## config.mk

```make
export PLATFORM = sky130hd
export DESIGN_NAME = uart_rx_fifo
export DESIGN_NICKNAME = d
export VERILOG_FILES = /design/src/rtl/uart_rx_fifo.sv
export SDC_FILE = /design/constraint.sdc
export NUM_CORES = 1
export LEC_CHECK = 0
export ABC_AREA = 1
export CORE_MARGIN = 2
export CORE_UTILIZATION = 45
export CTS_CLUSTER_SIZE = 8
export DETAILED_ROUTE_END_ITERATION = 7
export GPL_TIMING_DRIVEN = 0
export MAX_ROUTING_LAYER = met4
export PLACE_DENSITY_LB_ADDON = 0.25
export SYNTH_ARGS = -nofsm -noshare
export SYNTH_HDL_FRONTEND = slang
export SYNTH_SLANG_ARGS = --single-unit
```

## constraint.sdc

```tcl
create_clock -name clk -period 2.14 [get_ports clk]
set_input_delay 0.321 -clock clk [delete_from_list [all_inputs] [get_ports clk]]
set_output_delay 0.321 -clock clk [all_outputs]
set_load 0.01 [all_outputs]
```

## src/rtl/uart_rx_fifo.sv

```systemverilog
// uart_rx_fifo
//   Receive buffer sitting directly behind the UART receiver. A small capture
//   FSM takes each completed byte (plus its parity status), pushes it into a
//   first-word-fall-through FIFO and returns a one-cycle acknowledge. The
//   register-control block drains the FIFO with a pop strobe and watches the
//   level, sticky overflow, idle timeout and combined interrupt.
//
// Ports
//   clk, rst_n        : clock, synchronous active-low reset
//   rx_ok             : receiver byte-ready level (held until acknowledged)
//   rxd_out           : received byte, valid while rx_ok=1
//   parity_error      : parity status of the current byte
//   rd_data_flag      : one-cycle acknowledge to the receiver
//   pop               : consume the head entry
//   flush             : empty the FIFO
//   clr_ovf           : clear the sticky overflow flag
//   thresh            : interrupt level threshold (0 disables that term)
//   head_data         : head entry {parity_err, byte}, 0 when empty
//   empty, full       : FIFO occupancy flags
//   level             : number of stored entries, 0..DEPTH
//   overflow          : sticky, set when a byte is dropped
//   timeout           : non-empty and idle for TO_CYCLES clocks
//   irq               : threshold | timeout | overflow

module uart_rx_fifo #(
    parameter int DEPTH     = 16,
    parameter int AW        = 4,
    parameter int TO_CYCLES = 1024
) (
    input  logic          clk,
    input  logic          rst_n,
    input  logic          rx_ok,
    input  logic [7:0]    rxd_out,
    input  logic          parity_error,
    output logic          rd_data_flag,
    input  logic          pop,
    input  logic          flush,
    input  logic          clr_ovf,
    input  logic [AW:0]   thresh,
    output logic [8:0]    head_data,
    output logic          empty,
    output logic          full,
    output logic [AW:0]   level,
    output logic          overflow,
    output logic          timeout,
    output logic          irq
);

    localparam logic [AW:0] DEPTH_L = (AW+1)'(DEPTH);
    localparam logic [15:0] TO_MAX  = 16'(TO_CYCLES);

    typedef enum logic [1:0] {
        IDLE,
        ACK,
        WAIT_LOW
    } state_t;

    state_t state;
    state_t state_next;

    logic          push_req;
    logic          do_push;
    logic          do_pop;
    logic          drop;

    logic [8:0]    mem [DEPTH];
    logic [AW-1:0] wptr;
    logic [AW-1:0] rptr;
    logic [15:0]   idle_cnt;

    // ------------------------------------------------------------------
    // Capture FSM: state register
    // ------------------------------------------------------------------
    // NOTE: sequential state uses non-blocking assignments so every register
    // samples the pre-edge values regardless of block ordering.
    always_ff @(posedge clk) begin
        if (!rst_n) begin
            state <= IDLE;
        end else begin
            state <= state_next;
        end
    end

    // Capture FSM: next-state logic
    // NOTE: every combinational output gets a default first so no path
    // leaves it unassigned, which would infer a latch.
    always_comb begin
        state_next = state;
        case (state)
            IDLE:     if (rx_ok) state_next = ACK;
            ACK:      state_next = WAIT_LOW;
            WAIT_LOW: if (!rx_ok) state_next = IDLE;
            default:  state_next = IDLE;
        endcase
    end

    // Capture FSM: outputs
    always_comb begin
        push_req     = 1'b0;
        rd_data_flag = 1'b0;
        case (state)
            IDLE:    push_req     = rx_ok;
            ACK:     rd_data_flag = 1'b1;
            default: ;
        endcase
    end

    // ------------------------------------------------------------------
    // FIFO control
    // ------------------------------------------------------------------
    // Flush overrides everything: a captured byte in the same cycle is lost
    // (but still acknowledged) and is not counted as an overflow.
    // A pop at full frees the slot the simultaneous push writes into.
    assign empty   = (level == '0);
    assign full    = (level == DEPTH_L);
    assign do_pop  = pop && !empty && !flush;
    assign do_push = push_req && !flush && (!full || do_pop);
    assign drop    = push_req && !flush && full && !do_pop;

    // NOTE: the storage array has no reset; only pointers and level define
    // which entries are valid, so clearing the array would be wasted logic.
    always_ff @(posedge clk) begin
        if (do_push) begin
            mem[wptr] <= {parity_error, rxd_out};
        end
    end

    always_ff @(posedge clk) begin
        if (!rst_n) begin
            wptr  <= '0;
            rptr  <= '0;
            level <= '0;
        end else if (flush) begin
            wptr  <= '0;
            rptr  <= '0;
            level <= '0;
        end else begin
            if (do_push) wptr <= wptr + AW'(1);
            if (do_pop)  rptr <= rptr + AW'(1);
            case ({do_push, do_pop})
                2'b10:   level <= level + (AW+1)'(1);
                2'b01:   level <= level - (AW+1)'(1);
                default: level <= level;
            endcase
        end
    end

    // Sticky overflow: a drop in the same cycle as clr_ovf keeps it set.
    always_ff @(posedge clk) begin
        if (!rst_n) begin
            overflow <= 1'b0;
        end else if (drop) begin
            overflow <= 1'b1;
        end else if (clr_ovf) begin
            overflow <= 1'b0;
        end
    end

    // Idle counter: restarts on any FIFO activity or while empty, then
    // saturates at TO_MAX so timeout stays asserted until serviced.
    always_ff @(posedge clk) begin
        if (!rst_n) begin
            idle_cnt <= '0;
        end else if (flush || do_push || do_pop || empty) begin
            idle_cnt <= '0;
        end else if (idle_cnt != TO_MAX) begin
            idle_cnt <= idle_cnt + 16'd1;
        end
    end

    // ------------------------------------------------------------------
    // Outputs derived from registered state only
    // ------------------------------------------------------------------
    assign head_data = empty ? 9'h000 : mem[rptr];
    assign timeout   = (idle_cnt == TO_MAX);
    assign irq       = ((thresh != '0) && (level >= thresh)) || timeout || overflow;

endmodule

```

==> results.py <==
metrics = {
    "run_status": {
        "run_status": "finished, violations left",
        "violations": "setup timing",
    },
    "synthesis": {
        "synth.area.top_cells": "sky130_fd_sc_hd__edfxtp_1, sky130_fd_sc_hd__dfxtp_1, sky130_fd_sc_hd__nor2_1",
        "asyncSetResetFlopFracSynth": 0,
        "mappedNetlistNets": 717,
        "syn-instance-count": 683,
        "synth_top_area_cell": "sky130_fd_sc_hd__edfxtp_1",
        "synth_flop_cell": "sky130_fd_sc_hd__edfxtp_1",
        "yosysWarnings": 0,
        "cell_area_after_synthesis_um2": 7640,
        "synth.ff_latch_count": 180,
        "synthDominantCellAreaShare": 0.566,
        "synth-seq-area-share": 0.660,
        "synth-edff-count": 144,
        "netlist-cell-type-count": 39,
        "postSynthAreaPerCell_um2": 11.2,
    },
    "timing": {
        "rsz0062_at_grt": "true",
        "timing.final.crit_period_ns": 2.36,
        "finalSetupViolCount": 10,
        "tns_ns": -1.40,
        "setup_ws_ns": -0.225,
        "report.final.hold_viol_count": 0,
        "tightestPinTransition_ns": 0.741,
        "fmax_ghz": 0.423,
        "relSlewSlack": 0.504,
        "timing.clock.skew_ns": 0.0121,
        "worst_hold_slack_ns": 0.484,
        "pins_over_their_slew_limit": 0,
        "finalCritPeriodShare": 1.11,
    },
    "worst_setup_path": {
        "required_ns": 1.82,
        "startpoint_type": "flip-flop",
        "setup.worst_path.class": "flip-flop to primary output",
        "end_kind": "primary output",
        "arrival_ns": 2.04,
        "timing.critical_path.fanout_max": 8,
    },
    "clock_network": {
        "cts_sinks": 180,
        "cts-buffers-inserted": 17,
        "max-clock-path-buffers": 2,
        "clk_pin_slew_ns": 0.06,
        "cts_tree": "yes",
        "cts_max_level": 4,
        "cts.hold.buffers_added": 0,
        "clkLatencyLatePin_ns": 0.43,
        "cts-root-buf": "sky130_fd_sc_hd__clkbuf_16",
    },
    "grt": {
        "grt-ovfl-total": 0,
        "grt_pass1_wl_mm": 29.7,
        "first_global_vias": 5415,
        "antenna_violations_before_repair": 0,
        "groute.usage.overall": 0.226,
        "grt_max_degree": 17,
    },
    "drt": {
        "drt-initial-drc-count": 519,
        "postRouteWirelength_mm": 19.5,
        "number_of_vias_after_detailed_routing": 5602,
        "wire_per_inst_um": 19.5,
        "route.detailed.drc": 0,
        "routed_via_density": 5.61,
        "firstDrtPassIters": 5,
        "ant_nets": 0,
    },
    "job": {
        "cap_violations": 0,
    },
    "finish": {
        "final_layout_size_suffix_gt1_frac": 0.267,
        "antenna-diode-count": 0,
        "syn2layout_area_growth_pct": 30.6,
        "final_net_count": 801,
    },
    "power_and_ir_drop": {
        "power-per-cell-area_nw_per_um2": 766,
        "maximum_ir_drop_on_the_vdd_rail_mv": 0.645,
        "static-leakage-power_uw": 0.00351,
    },
    "floorplanning": {
        "chipWidth_um": 134,
        "core_area_um2": 16600,
        "rows": 47,
        "start_util": 0.461,
        "die_outline_area_um2": 18000,
        "top_level_ports": 40,
        "die-height_um": 134,
    },
    "min_path": {
        "worstHoldPathType": "flip-flop to flip-flop",
    },
    "placement": {
        "numPortBuffers": 39,
        "detailedPlacementHpwl_mm": 11.8,
        "globalplace.congestion": 0.861,
    },
}
==> power by group <==
| part | leakage (µW) | switching, µW | internal [µW] |
|---|---|---|---|
| combinational | 0.00160 | 286 | 196 |
| sequential | 0.00159 | 15.9 | 3790 |
| clock | 0.000312 | 1280 | 2070 |
| total | 0.00351 | 1580 | 6060 |
==> stage by stage <==
stage                     instances  total power (µW)  area [µm²]  setup WS (ns)   util
after floorplan                 683              4060        7640          0.211      -
after global placement          942              4250        8300         -0.895  0.501
after detailed placement        942              4260        8300         -0.837  0.501
after CTS                       987              7610        9570         -0.264  0.577
after global routing            999              7870        9980         -0.293  0.602
final                           999              7640        9980         -0.225  0.602
==> final timing paths <==
path	start	cells after the start	endpoint	slack [ns]
max	flip-flop	9	head_data[4]	-0.22
min	rptr[2]	2	flip-flop	0.48
max reg2reg	state[1]	7	mem[14][1]	0.10
min reg2reg	rptr[2]	2	flip-flop	0.48
==> state kept, by name (all words and copies together), names as in the netlist, named ones only <==
signal / count
level: 5
mem: 144
rptr: 4
idle_cnt: 16
overflow: 1
state: 2
wptr: 4
==> critical path, cell delays in order (launching register included) <==
cell and delay, ns:
sky130_fd_sc_hd__dfxtp_4 0.36, sky130_fd_sc_hd__buf_12 0.18, sky130_fd_sc_hd__buf_8 0.14, sky130_fd_sc_hd__o21ai_2 0.06, sky130_fd_sc_hd__o22ai_2 0.18, sky130_fd_sc_hd__nor2_1 0.07, sky130_fd_sc_hd__nor2_1 0.16, sky130_fd_sc_hd__o21ai_1 0.16
sky130_fd_sc_hd__a21oi_1 0.16, sky130_fd_sc_hd__buf_2 0.14
==> what timing repair did <==
item | 4_1_cts | 5_1_grt
setup endpoints to repair | 156 | 150
cloned | 5 | 3
buffers inserted | 10 | 12
resized for setup | 206 | 88
pin swaps | 35 | 50
==> Yosys cell counts, drive strengths merged (8+ instances only) <==
cell,count
nor2,130
dfxtp,36
nand2,52
ha,14
inv,58
nand3,28
o221ai,24
o22ai,12
a21oi,31
clkbuf,21
nor3,8
o21ai,87
edfxtp,144
==> placed cells by master (no fill, tap or decap), types with 6 or more instances in the layout <==
cell	n
sky130_fd_sc_hd__nor2_4	19
sky130_fd_sc_hd__buf_6	10
sky130_fd_sc_hd__clkbuf_16	25
sky130_fd_sc_hd__o221ai_2	9
sky130_fd_sc_hd__nor2_2	10
sky130_fd_sc_hd__buf_12	8
sky130_fd_sc_hd__o21ai_0	52
sky130_fd_sc_hd__nand2_1	41
sky130_fd_sc_hd__nand3_1	21
sky130_fd_sc_hd__o22ai_1	7
sky130_fd_sc_hd__clkdlybuf4s50_1	24
sky130_fd_sc_hd__nor2_1	101
sky130_fd_sc_hd__ha_1	12
sky130_fd_sc_hd__inv_1	49
sky130_fd_sc_hd__a21oi_1	23
sky130_fd_sc_hd__a21oi_2	8
sky130_fd_sc_hd__dfxtp_1	31
sky130_fd_sc_hd__buf_4	15
sky130_fd_sc_hd__edfxtp_1	144
sky130_fd_sc_hd__o221ai_1	15
sky130_fd_sc_hd__inv_2	6
sky130_fd_sc_hd__o21ai_2	11
sky130_fd_sc_hd__o21ai_1	22
sky130_fd_sc_hd__nand2_2	10
sky130_fd_sc_hd__buf_2	10
==> area by class of cell <==
class                   instances  area [µm²]
plain buffers                  27         410
clock buffers                  18         429
clock inverters                13         204
fillers                      1296        6610
inverters                      61         273
multi-input cells             414        2670
flip-flops and latches        180        5060
well taps                     220         275
repair buffers                 65         647
repair inverters                1        16.3
==> layer usage <==
metal	share of wire	routed length, µm	track usage
met5	0	0	-
met4	0.019	361	0.0673
met3	0.070	1370	0.0601
met2	0.50	9700	0.364
met1	0.41	8030	0.282
==> cell families (layout without fill, tap and decap cells) <==
group | count (synthesis) | after routing | synth area share
AND/OR/NAND/NOR | 234 | 234 | 0.142
flip-flops | 180 | 180 | 0.660
AO/OA/AOI/OAI | 164 | 164 | 0.126
buffers and inverters | 89 | 185 | 0.0460
adder cells (fa/ha/maj) | 14 | 14 | 0.0229
XOR/XNOR | 2 | 2 | 0.00229
Power figures use the tool's default switching activity.
